$ cat config.mk
export PLATFORM = sky130hd
export DESIGN_NAME = eeprom_rom_loader
export DESIGN_NICKNAME = d
export VERILOG_FILES = /design/src/rtl/tms1000_pkg.sv /design/src/rtl/spi_byte_engine.sv /design/src/rtl/eeprom_rom_loader.sv
export SDC_FILE = /design/constraint.sdc
export NUM_CORES = 1
export LEC_CHECK = 0
export BUFFER_PORTS_ARGS = -buffer_cell sky130_fd_sc_hd__buf_2
export CELL_PAD_IN_SITES_DETAIL_PLACEMENT = 0
export CELL_PAD_IN_SITES_GLOBAL_PLACEMENT = 1
export CORE_AREA = 4 4 75 105
export CTS_CLUSTER_DIAMETER = 60
export DETAILED_ROUTE_END_ITERATION = 16
export DIE_AREA = 0 0 79 109
export GPL_ROUTABILITY_DRIVEN = 0
export GPL_TIMING_DRIVEN = 0
export PLACE_DENSITY_LB_ADDON = 0.1
export SLEW_MARGIN = 20
export SYNTH_ARGS = -nofsm -noshare
export SYNTH_HDL_FRONTEND = slang
export SYNTH_SLANG_ARGS = --single-unit
$ cat constraint.sdc
create_clock -name raw_clk -period 1.64 [get_ports raw_clk]
set_input_delay 0.328 -clock raw_clk [delete_from_list [all_inputs] [get_ports raw_clk]]
set_output_delay 0.328 -clock raw_clk [all_outputs]
set_load 0.01 [all_outputs]
$ cat src/rtl/tms1000_pkg.sv
// rtl/tms1000_pkg.sv - shared types and constants for the TMS1000 boot-time ROM loader
package tms1000_pkg;

    localparam int ROM_DEPTH       = 1024;
    localparam int ROM_ADDR_W      = $clog2(ROM_DEPTH);
    localparam logic [7:0] EEPROM_CMD_READ = 8'h03;

    typedef enum logic [2:0] {
        ST_IDLE,
        ST_CS_SETUP,
        ST_CMD,
        ST_ADDR,
        ST_DATA,
        ST_WRITE,
        ST_CS_HOLD,
        ST_DONE
    } loader_state_e;

endpackage

$ cat src/rtl/spi_byte_engine.sv
// rtl/spi_byte_engine.sv - SPI mode-0 byte shifter with SCLK half-period divider
module spi_byte_engine #(
    parameter int CLK_DIV = 4
) (
    input  logic       clk,
    input  logic       rst_n,
    input  logic       go,
    input  logic [7:0] tx_byte,
    input  logic       miso,
    output logic [7:0] rx_byte,
    output logic       byte_done,
    output logic       active,
    output logic       sclk,
    output logic       mosi
);

    localparam int DIV_W = $clog2(CLK_DIV) + 1;
    localparam logic [DIV_W-1:0] DIV_LAST = DIV_W'(CLK_DIV - 1);

    logic             active_q, active_d;
    logic             sclk_q, sclk_d;
    logic             mosi_q, mosi_d;
    logic [7:0]       shift_q, shift_d;
    logic [2:0]       bit_q, bit_d;
    logic [DIV_W-1:0] div_q, div_d;
    logic             pend_q, pend_d;
    logic             done_q, done_d;

    always_comb begin
        active_d = active_q;
        sclk_d   = sclk_q;
        mosi_d   = mosi_q;
        shift_d  = shift_q;
        bit_d    = bit_q;
        div_d    = div_q;
        pend_d   = pend_q;
        done_d   = 1'b0;
        if (!active_q) begin
            if (go) begin
                active_d = 1'b1;
                shift_d  = tx_byte;
                mosi_d   = tx_byte[7];
                bit_d    = 3'd0;
                div_d    = '0;
                pend_d   = 1'b0;
            end
        end else begin
            // A go arriving mid-byte is queued so the next byte follows with no SCLK gap.
            if (go) begin
                pend_d = 1'b1;
            end
            if (div_q == DIV_LAST) begin
                div_d = '0;
                if (!sclk_q) begin
                    sclk_d  = 1'b1;
                    shift_d = {shift_q[6:0], miso};
                    done_d  = (bit_q == 3'd7);
                end else begin
                    sclk_d = 1'b0;
                    if (bit_q == 3'd7) begin
                        if (pend_q || go) begin
                            shift_d = tx_byte;
                            mosi_d  = tx_byte[7];
                            bit_d   = 3'd0;
                            pend_d  = 1'b0;
                        end else begin
                            active_d = 1'b0;
                            mosi_d   = 1'b0;
                        end
                    end else begin
                        bit_d  = bit_q + 3'd1;
                        mosi_d = shift_q[7];
                    end
                end
            end else begin
                div_d = div_q + DIV_W'(1);
            end
        end
    end

    always_ff @(posedge clk or negedge rst_n) begin
        if (!rst_n) begin
            active_q <= 1'b0;
            sclk_q   <= 1'b0;
            mosi_q   <= 1'b0;
            shift_q  <= 8'h00;
            bit_q    <= 3'd0;
            div_q    <= '0;
            pend_q   <= 1'b0;
            done_q   <= 1'b0;
        end else begin
            active_q <= active_d;
            sclk_q   <= sclk_d;
            mosi_q   <= mosi_d;
            shift_q  <= shift_d;
            bit_q    <= bit_d;
            div_q    <= div_d;
            pend_q   <= pend_d;
            done_q   <= done_d;
        end
    end

    assign rx_byte   = shift_q;
    assign byte_done = done_q;
    assign active    = active_q;
    assign sclk      = sclk_q;
    assign mosi      = mosi_q;

endmodule

$ cat src/rtl/eeprom_rom_loader.sv
// rtl/eeprom_rom_loader.sv - copies a program image from SPI EEPROM into the TMS1000 program ROM
module eeprom_rom_loader #(
    parameter int          ROM_DEPTH = tms1000_pkg::ROM_DEPTH,
    parameter int          CLK_DIV   = 4,
    parameter logic [15:0] EE_BASE   = 16'h0000
) (
    input  logic                         raw_clk,
    input  logic                         button_reset,
    input  logic                         start,
    output logic                         busy,
    output logic                         done,
    output logic                         rom_we,
    output logic [$clog2(ROM_DEPTH)-1:0] rom_addr,
    output logic [7:0]                   rom_data,
    output logic                         eeprom_cs,
    output logic                         eeprom_clk,
    output logic                         eeprom_di,
    input  logic                         eeprom_do
);

    import tms1000_pkg::*;

    localparam int AW     = $clog2(ROM_DEPTH);
    localparam int CNT_W  = AW + 1;
    localparam int WAIT_W = $clog2(CLK_DIV) + 1;
    localparam logic [CNT_W-1:0]  CNT_FULL  = CNT_W'(ROM_DEPTH);
    localparam logic [CNT_W-1:0]  CNT_LAST  = CNT_W'(ROM_DEPTH - 1);
    localparam logic [WAIT_W-1:0] WAIT_LAST = WAIT_W'(CLK_DIV - 1);

    loader_state_e     state_q, state_d;
    logic              cs_q, cs_d;
    logic              busy_q, busy_d;
    logic              done_q, done_d;
    logic              we_q, we_d;
    logic [AW-1:0]     addr_q, addr_d;
    logic [7:0]        data_q, data_d;
    logic [CNT_W-1:0]  cnt_q, cnt_d;
    logic [WAIT_W-1:0] wait_q, wait_d;
    logic              go_q, go_d;
    logic [7:0]        tx_q, tx_d;
    logic              addr_lo_q, addr_lo_d;

    logic       spi_done;
    logic       spi_active;
    logic [7:0] spi_rx;

    spi_byte_engine #(
        .CLK_DIV (CLK_DIV)
    ) u_spi (
        .clk       (raw_clk),
        .rst_n     (button_reset),
        .go        (go_q),
        .tx_byte   (tx_q),
        .miso      (eeprom_do),
        .rx_byte   (spi_rx),
        .byte_done (spi_done),
        .active    (spi_active),
        .sclk      (eeprom_clk),
        .mosi      (eeprom_di)
    );

    always_comb begin
        state_d   = state_q;
        cs_d      = cs_q;
        busy_d    = busy_q;
        done_d    = done_q;
        we_d      = 1'b0;
        addr_d    = addr_q;
        data_d    = data_q;
        cnt_d     = cnt_q;
        wait_d    = wait_q;
        go_d      = 1'b0;
        tx_d      = tx_q;
        addr_lo_d = addr_lo_q;
        case (state_q)
            ST_IDLE: begin
                if (start) begin
                    done_d    = 1'b0;
                    busy_d    = 1'b1;
                    wait_d    = '0;
                    cnt_d     = '0;
                    addr_lo_d = 1'b0;
                    state_d   = ST_CS_SETUP;
                end
            end
            ST_CS_SETUP: begin
                cs_d = 1'b0;
                if (wait_q == WAIT_LAST) begin
                    go_d    = 1'b1;
                    tx_d    = EEPROM_CMD_READ;
                    state_d = ST_CMD;
                end else begin
                    wait_d = wait_q + WAIT_W'(1);
                end
            end
            ST_CMD: begin
                if (spi_done) begin
                    go_d    = 1'b1;
                    tx_d    = EE_BASE[15:8];
                    state_d = ST_ADDR;
                end
            end
            ST_ADDR: begin
                if (spi_done) begin
                    go_d = 1'b1;
                    if (!addr_lo_q) begin
                        tx_d      = EE_BASE[7:0];
                        addr_lo_d = 1'b1;
                    end else begin
                        tx_d    = 8'h00;
                        state_d = ST_DATA;
                    end
                end
            end
            ST_DATA: begin
                // The next byte is requested here, not in WRITE, so the burst never stalls SCLK.
                if (spi_done) begin
                    we_d    = 1'b1;
                    addr_d  = cnt_q[AW-1:0];
                    data_d  = spi_rx;
                    cnt_d   = cnt_q + CNT_W'(1);
                    go_d    = (cnt_q != CNT_LAST);
                    state_d = ST_WRITE;
                end
            end
            ST_WRITE: begin
                wait_d  = '0;
                state_d = (cnt_q == CNT_FULL) ? ST_CS_HOLD : ST_DATA;
            end
            ST_CS_HOLD: begin
                if (!cs_q) begin
                    if (!spi_active) begin
                        cs_d = 1'b1;
                    end
                end else if (wait_q == WAIT_LAST) begin
                    state_d = ST_DONE;
                end else begin
                    wait_d = wait_q + WAIT_W'(1);
                end
            end
            ST_DONE: begin
                done_d  = 1'b1;
                busy_d  = 1'b0;
                state_d = ST_IDLE;
            end
            default: begin
                state_d = ST_IDLE;
            end
        endcase
    end

    always_ff @(posedge raw_clk or negedge button_reset) begin
        if (!button_reset) begin
            state_q   <= ST_IDLE;
            cs_q      <= 1'b1;
            busy_q    <= 1'b0;
            done_q    <= 1'b0;
            we_q      <= 1'b0;
            addr_q    <= '0;
            data_q    <= 8'h00;
            cnt_q     <= '0;
            wait_q    <= '0;
            go_q      <= 1'b0;
            tx_q      <= 8'h00;
            addr_lo_q <= 1'b0;
        end else begin
            state_q   <= state_d;
            cs_q      <= cs_d;
            busy_q    <= busy_d;
            done_q    <= done_d;
            we_q      <= we_d;
            addr_q    <= addr_d;
            data_q    <= data_d;
            cnt_q     <= cnt_d;
            wait_q    <= wait_d;
            go_q      <= go_d;
            tx_q      <= tx_d;
            addr_lo_q <= addr_lo_d;
        end
    end

    assign busy      = busy_q;
    assign done      = done_q;
    assign rom_we    = we_q;
    assign rom_addr  = addr_q;
    assign rom_data  = data_q;
    assign eeprom_cs = cs_q;

endmodule

---- Yosys cells after proc, flatten, opt, wreduce, memory -nomap -nowiden ----
Index checks and enable logic that the tools add are counted.
storage, ports and cells
  flip-flop bits (word level) ............. 68
  bits of input ports ..................... 4
  logic and storage cells ................. 142
cells by class
  reduce and logical (&&, ||, !) cells .... 21
  equal/unequal tests ..................... 26
  $add $sub $neg .......................... 4
  multiplexer cells ....................... 71
operators with widths
  kind                     count
  $mux W8                  8
  $mux W3                  19
  $mux W1                  32
  $pmux W3 S8              1
  $mux W11                 2
  $pmux W11 S2             1
  $pmux W8 S2              1
  $eq A3 B3 Y1 const B     5
  $reduce_and A3 Y1        5
  $ne A2 B2 Y1 const B     7
  $eq A3 B2 Y1 const B     4
  $pmux W3 S4              1
  $reduce_bool A2 Y1       6
  $add A11 B1 Y11 const B  1
  $eq A11 B11 Y1 const B   1
  $ne A11 B10 Y1 const B   1
  $add A3 B1 Y3 const B    3
  $ne A3 B3 Y1 const B     3
  $ne A2 B1 Y1 const B     4
  $pmux W1 S2              4
  $reduce_and A4 Y1        2
  $reduce_and A8 Y1        1
  $reduce_and A2 Y1        3
  $reduce_bool A4 Y1       1
  other kinds (6)          6

---- Depth between registers and ports, before layout ----
  depth after elaboration ................. 6
  mapped depth ............................ 6

---- Cells and area by module ----
From an unflattened synthesis, not the netlist that was laid out.
second synthesis, totals
  cell total of the unflattened synthesis .. 269
  area total of the unflattened synthesis .. 3022.9 um2
modules (own cells, without submodules)
  module             area an instance (um2)  instances  cells an instance
  eeprom_rom_loader  2030.7                  1          189
  spi_byte_engine    992.2                   1          80

---- Worst setup path before layout ----
Ideal clock, no wire load.
  path type ............................... register -> register
  from .................................... reg u_spi.div_q[0]
  to ...................................... reg u_spi.shift_q[0], in the netlist u_spi.rx_byte[0]
  buffers on the path ..................... 0
  period minus slack after synthesis ...... 1622 ps
  stages on the path, launching flop included .. 6
  arrival time ............................ 1497 ps
  slack ................................... 18 ps
  required time ........................... 1515 ps
  cell sequence ........................... dfrtp_1 > ha_1 > and2b_1 > o21ai_1 > a22oi_4 > mux2_2
on the way
  word-level cells in the longest chain between the ends .. 3
RTL lines
  element                      RTL line               text
  start: declaration           spi_byte_engine.sv:25  logic [DIV_W-1:0] div_q, div_d;
  start signal: assignment     spi_byte_engine.sv:97  div_q <= div_d;
  $eq A3 B2 Y1                 spi_byte_engine.sv:52  if (div_q == DIV_LAST) begin
  $ne A2 B2 Y1 (no line)       n/a
  $reduce_and A4 Y1 (no line)  n/a
  end signal: assignment       spi_byte_engine.sv:95  shift_q <= shift_d;
  end: declaration             spi_byte_engine.sv:23  logic [7:0] shift_q, shift_d;
Every way passes these cells.
A chain may end at the register's enable or synchronous reset.

---- Final worst setup path ----
  from .................................... reg state_q[0]
  to ...................................... reg data_q[6], in the netlist rom_data[6]
on the way
  word-level cells in the longest chain between the ends .. 2
RTL lines
  element                      RTL line                  text
  start: declaration           eeprom_rom_loader.sv:30   loader_state_e state_q, state_d;
  start signal: assignment     eeprom_rom_loader.sv:167  state_q <= state_d;
  $eq A3 B3 Y1                 eeprom_rom_loader.sv:75   case (state_q)
  $reduce_and A2 Y1 (no line)  n/a
  end signal: assignment       eeprom_rom_loader.sv:173  data_q <= data_d;
  end: declaration             eeprom_rom_loader.sv:36   logic [7:0] data_q, data_d;
Every way passes these cells.

==> flow_summary.ini <==
[floorplanning]
start_util_pct = 41.1
die_height_microns = 109
row_count = 36
die_w_microns = 79
fp.dieArea_sq_mm = 0.00861
boundaryPins = 28
fp.coreArea_sq_mm = 0.00694

[sta]
final_max_slew_viol_count = 0
setup_viol = 0
worst_pin_slew_ps = 409
finClkSkew_ps = 6.35
finalCritPeriodShare_pct = 96.2
min_period_ps = 1580
relSlewSlack_pct = 72.7
fmax_ghz = 0.634
rsz0062_at_grt = no
final_hold_viol_count = 0

[route]
routedWlPerCell_microns = 13.9
drt-total-wl_microns = 5550
drtAntennaViolNets = 0
firstDrtPassIters = 5
route.detailed.drc = 0
drt_iter0_drc = 90
vias = 1996
routed_via_density = 5.00

[layout]
n_antenna_cell = 0
design_area_sq_mm = 0.00340
drive_gt1_share_pct = 30.6
fin_nets = 310
stdcell_count = 399
layout_commonest_cell = dfrtp_1
areaGrowthSynthToFinish_pct = 19.5
final_cell_mix = dfrtp_1 (59), nand2_1 (29), buf_2 (27)
fillers = 712
final_core_util_pct = 49.0

[setup_path]
endpoint_kind = flop
path_cells = and4bb_4, clkbuf_4, mux2_2
critPathMaxFanout = 10
path_class = reg -> reg
cpPeakStageDelay_ps = 480
cp_data_required_time_ps = 1860
crit_arrival_ps = 1800
cp-start-kind = flop
cpMaxStageDelayCell = dfrtp_2

[cts]
cts_root_buf = clkbuf_8
clkTransAtPathRegs_ps = 70
cts_sinks = 61
htree_levels = 3
insertion_delay_ps = 340
cts_tree = done
cts_buffers = 9
clockBufferDepth = 2

[global_route]
grt_max_degree = 35
grt_pass1_vias = 2046
grt_pass1_wl_microns = 9700
grt_use_total_pct = 14.5
grt_antenna_before_repair = 0
gr-total-overflow = 0

[power_and_ir_drop]
p_switching_mw = 0.661
switching_share_pct = 22.8
power_frac_seq_pct = 53.2
comb_power_share_pct = 2.3
power_density_mw_per_mm2 = 852
ir_worst_vdd_v = 0.000491
pwr-share-clk_pct = 44.4
leakagePower_nw = 1.58
p_int_mw = 2.24

[min_path]
hp-class = in -> reg

[run_status]
status = complete, no violations

[place]
dp.cells = 379
dpl.hpwl_microns = 3910
dpl_cell_area_sq_mm = 0.00312
numPortBuffers = 27

[logic_synthesis]
syn_avg_cell_area_sq_um = 11.1
synthCells = 256
synth_seq_cells = 61
yosysUniqueCellTypes = 45
yosys_warnings = 0
synth_fp_nets = 267
synth-seq-area-share_pct = 53.6
netlist_area_sq_mm = 0.00285

[flow_run]
max_cap_violations = 0
==> stage by stage <==
| stage | setup TNS, ps | worst slack, ps | total power, mW | hold slack, ps |
|---|---|---|---|---|
| after floorplan | 0 | 18.4 | 1.59 | 32.4 |
| after global placement | -441 | -199 | 1.63 | 482 |
| after detailed placement | -514 | -195 | 1.64 | 278 |
| after CTS | 0 | 1.71 | 2.96 | 321 |
| after global routing | 0 | 6.16 | 3.04 | 358 |
| final | 0 | 61.6 | 2.90 | 335 |
==> per-layer routing <==
metal	routed length (microns)	GRT usage, %	up-vias
li1	-	-	988
met1	2520	18.2	970
met2	2730	23.1	27
met3	173	3.88	11
met4	118	7.13	0
met5	0	0	-
==> registers in the layout, indices dropped and copies added, names as in the netlist, 3 cells and up <==
| name | cells |
|---|---|
| rom_addr | 10 |
| cnt_q | 11 |
| u_spi.rx_byte | 8 |
| wait_q | 3 |
| state_q | 3 |
| rom_data | 8 |
| u_spi.bit_q | 3 |
| u_spi.div_q | 3 |
==> critical path, delay by kind of cell, from the launching register on <==
family / cells / cell delay, ps
buf+inv: 1 / 240
flops: 1 / 480
mux: 1 / 350
simple gates: 1 / 400
==> repair_timing <==
| item | in CTS | in global routing |
|---|---|---|
| buffers inserted | 2 | 1 |
| setup endpoints to repair | 11 | 31 |
| endpoints found under the hold margin | 27 | 0 |
| pin swaps | 1 | 3 |
| hold buffers | 1 | 0 |
| gates resized for setup | 2 | 15 |
==> layout make-up <==
type	count	area, sq um	share of cell area (%)
repair buffers	32	190	5.59
flip-flops and latches	61	1530	44.9
plain buffers	9	56.3	1.66
clock buffers	9	124	3.64
well taps	95	119	3.49
inverters	14	52.6	1.54
clock inverters	7	66.3	1.95
multi-input cells	172	1260	37.2
==> cell usage after synthesis, drive strengths merged <==
master | n | area share, %
nand3b | 1 | 0.26
xor2 | 7 | 2.2
o22ai | 1 | 0.22
nand4b | 1 | 0.31
dfstp | 1 | 0.92
nor3 | 1 | 0.18
o211ai | 2 | 0.53
nor2 | 17 | 2.2
a21oi | 7 | 1.2
nand3 | 7 | 1.2
nand4 | 4 | 1.1
or3b | 2 | 0.62
or3 | 2 | 0.44
and4b | 1 | 0.35
mux2i | 6 | 2.1
nand2 | 29 | 3.8
a22oi | 3 | 1.3
buf | 5 | 1.2
o21ai | 17 | 3.0
and3 | 3 | 0.66
xnor2 | 1 | 0.31
inv | 14 | 1.8
and2 | 2 | 0.44
dfrtp | 60 | 53
nand2b | 7 | 1.5
ha | 7 | 3.1
a31oi | 3 | 0.66
clkbuf | 4 | 0.53
and4bb | 1 | 0.57
nor2b | 3 | 0.66
o21a | 1 | 0.26
and4 | 1 | 0.31
mux2 | 24 | 9.5
a211oi | 1 | 0.26
and2b | 1 | 0.26
a22o | 5 | 1.5
o31ai | 1 | 0.26
nor4b | 3 | 1.4
==> power by group through the flow <==
stage               clock, mW  combinational [mW]  sequential [mW]
detailed placement          0              0.0695             1.57
global placement            0              0.0617             1.57
global route             1.42              0.0797             1.55
CTS                      1.34              0.0715             1.54
floorplan                   0              0.0234             1.57
finish                   1.29              0.0673             1.54
==> cell families (layout without fill, tap and decap cells) <==
group,after synthesis,in the layout,share of synthesized area (%)
adder cells (fa/ha/maj),7,7,3.08
XOR/XNOR,8,8,2.46
buffers and inverters,23,71,3.56
flip-flops,61,61,53.6
AND/OR/NAND/NOR,86,86,16.4
multiplexers,30,30,11.6
AO/OA/AOI/OAI,41,41,9.23
==> worst paths after layout <==
check                                         to              from  cells after the start  slack (ps)
worst max-delay path                 rom_data[6]        state_q[0]                      3          60
worst min-delay path            u_spi.rx_byte[0]         eeprom_do                      4         330
worst max register to register       rom_data[6]        state_q[0]                      3          60
worst min register to register        u_spi.mosi  u_spi.rx_byte[7]                      2         490
max in group asynchronous              eeprom_cs      button_reset                      3         640
min in group asynchronous         u_spi.bit_q[2]      button_reset                      2         450
Power figures use the tool's default switching activity.
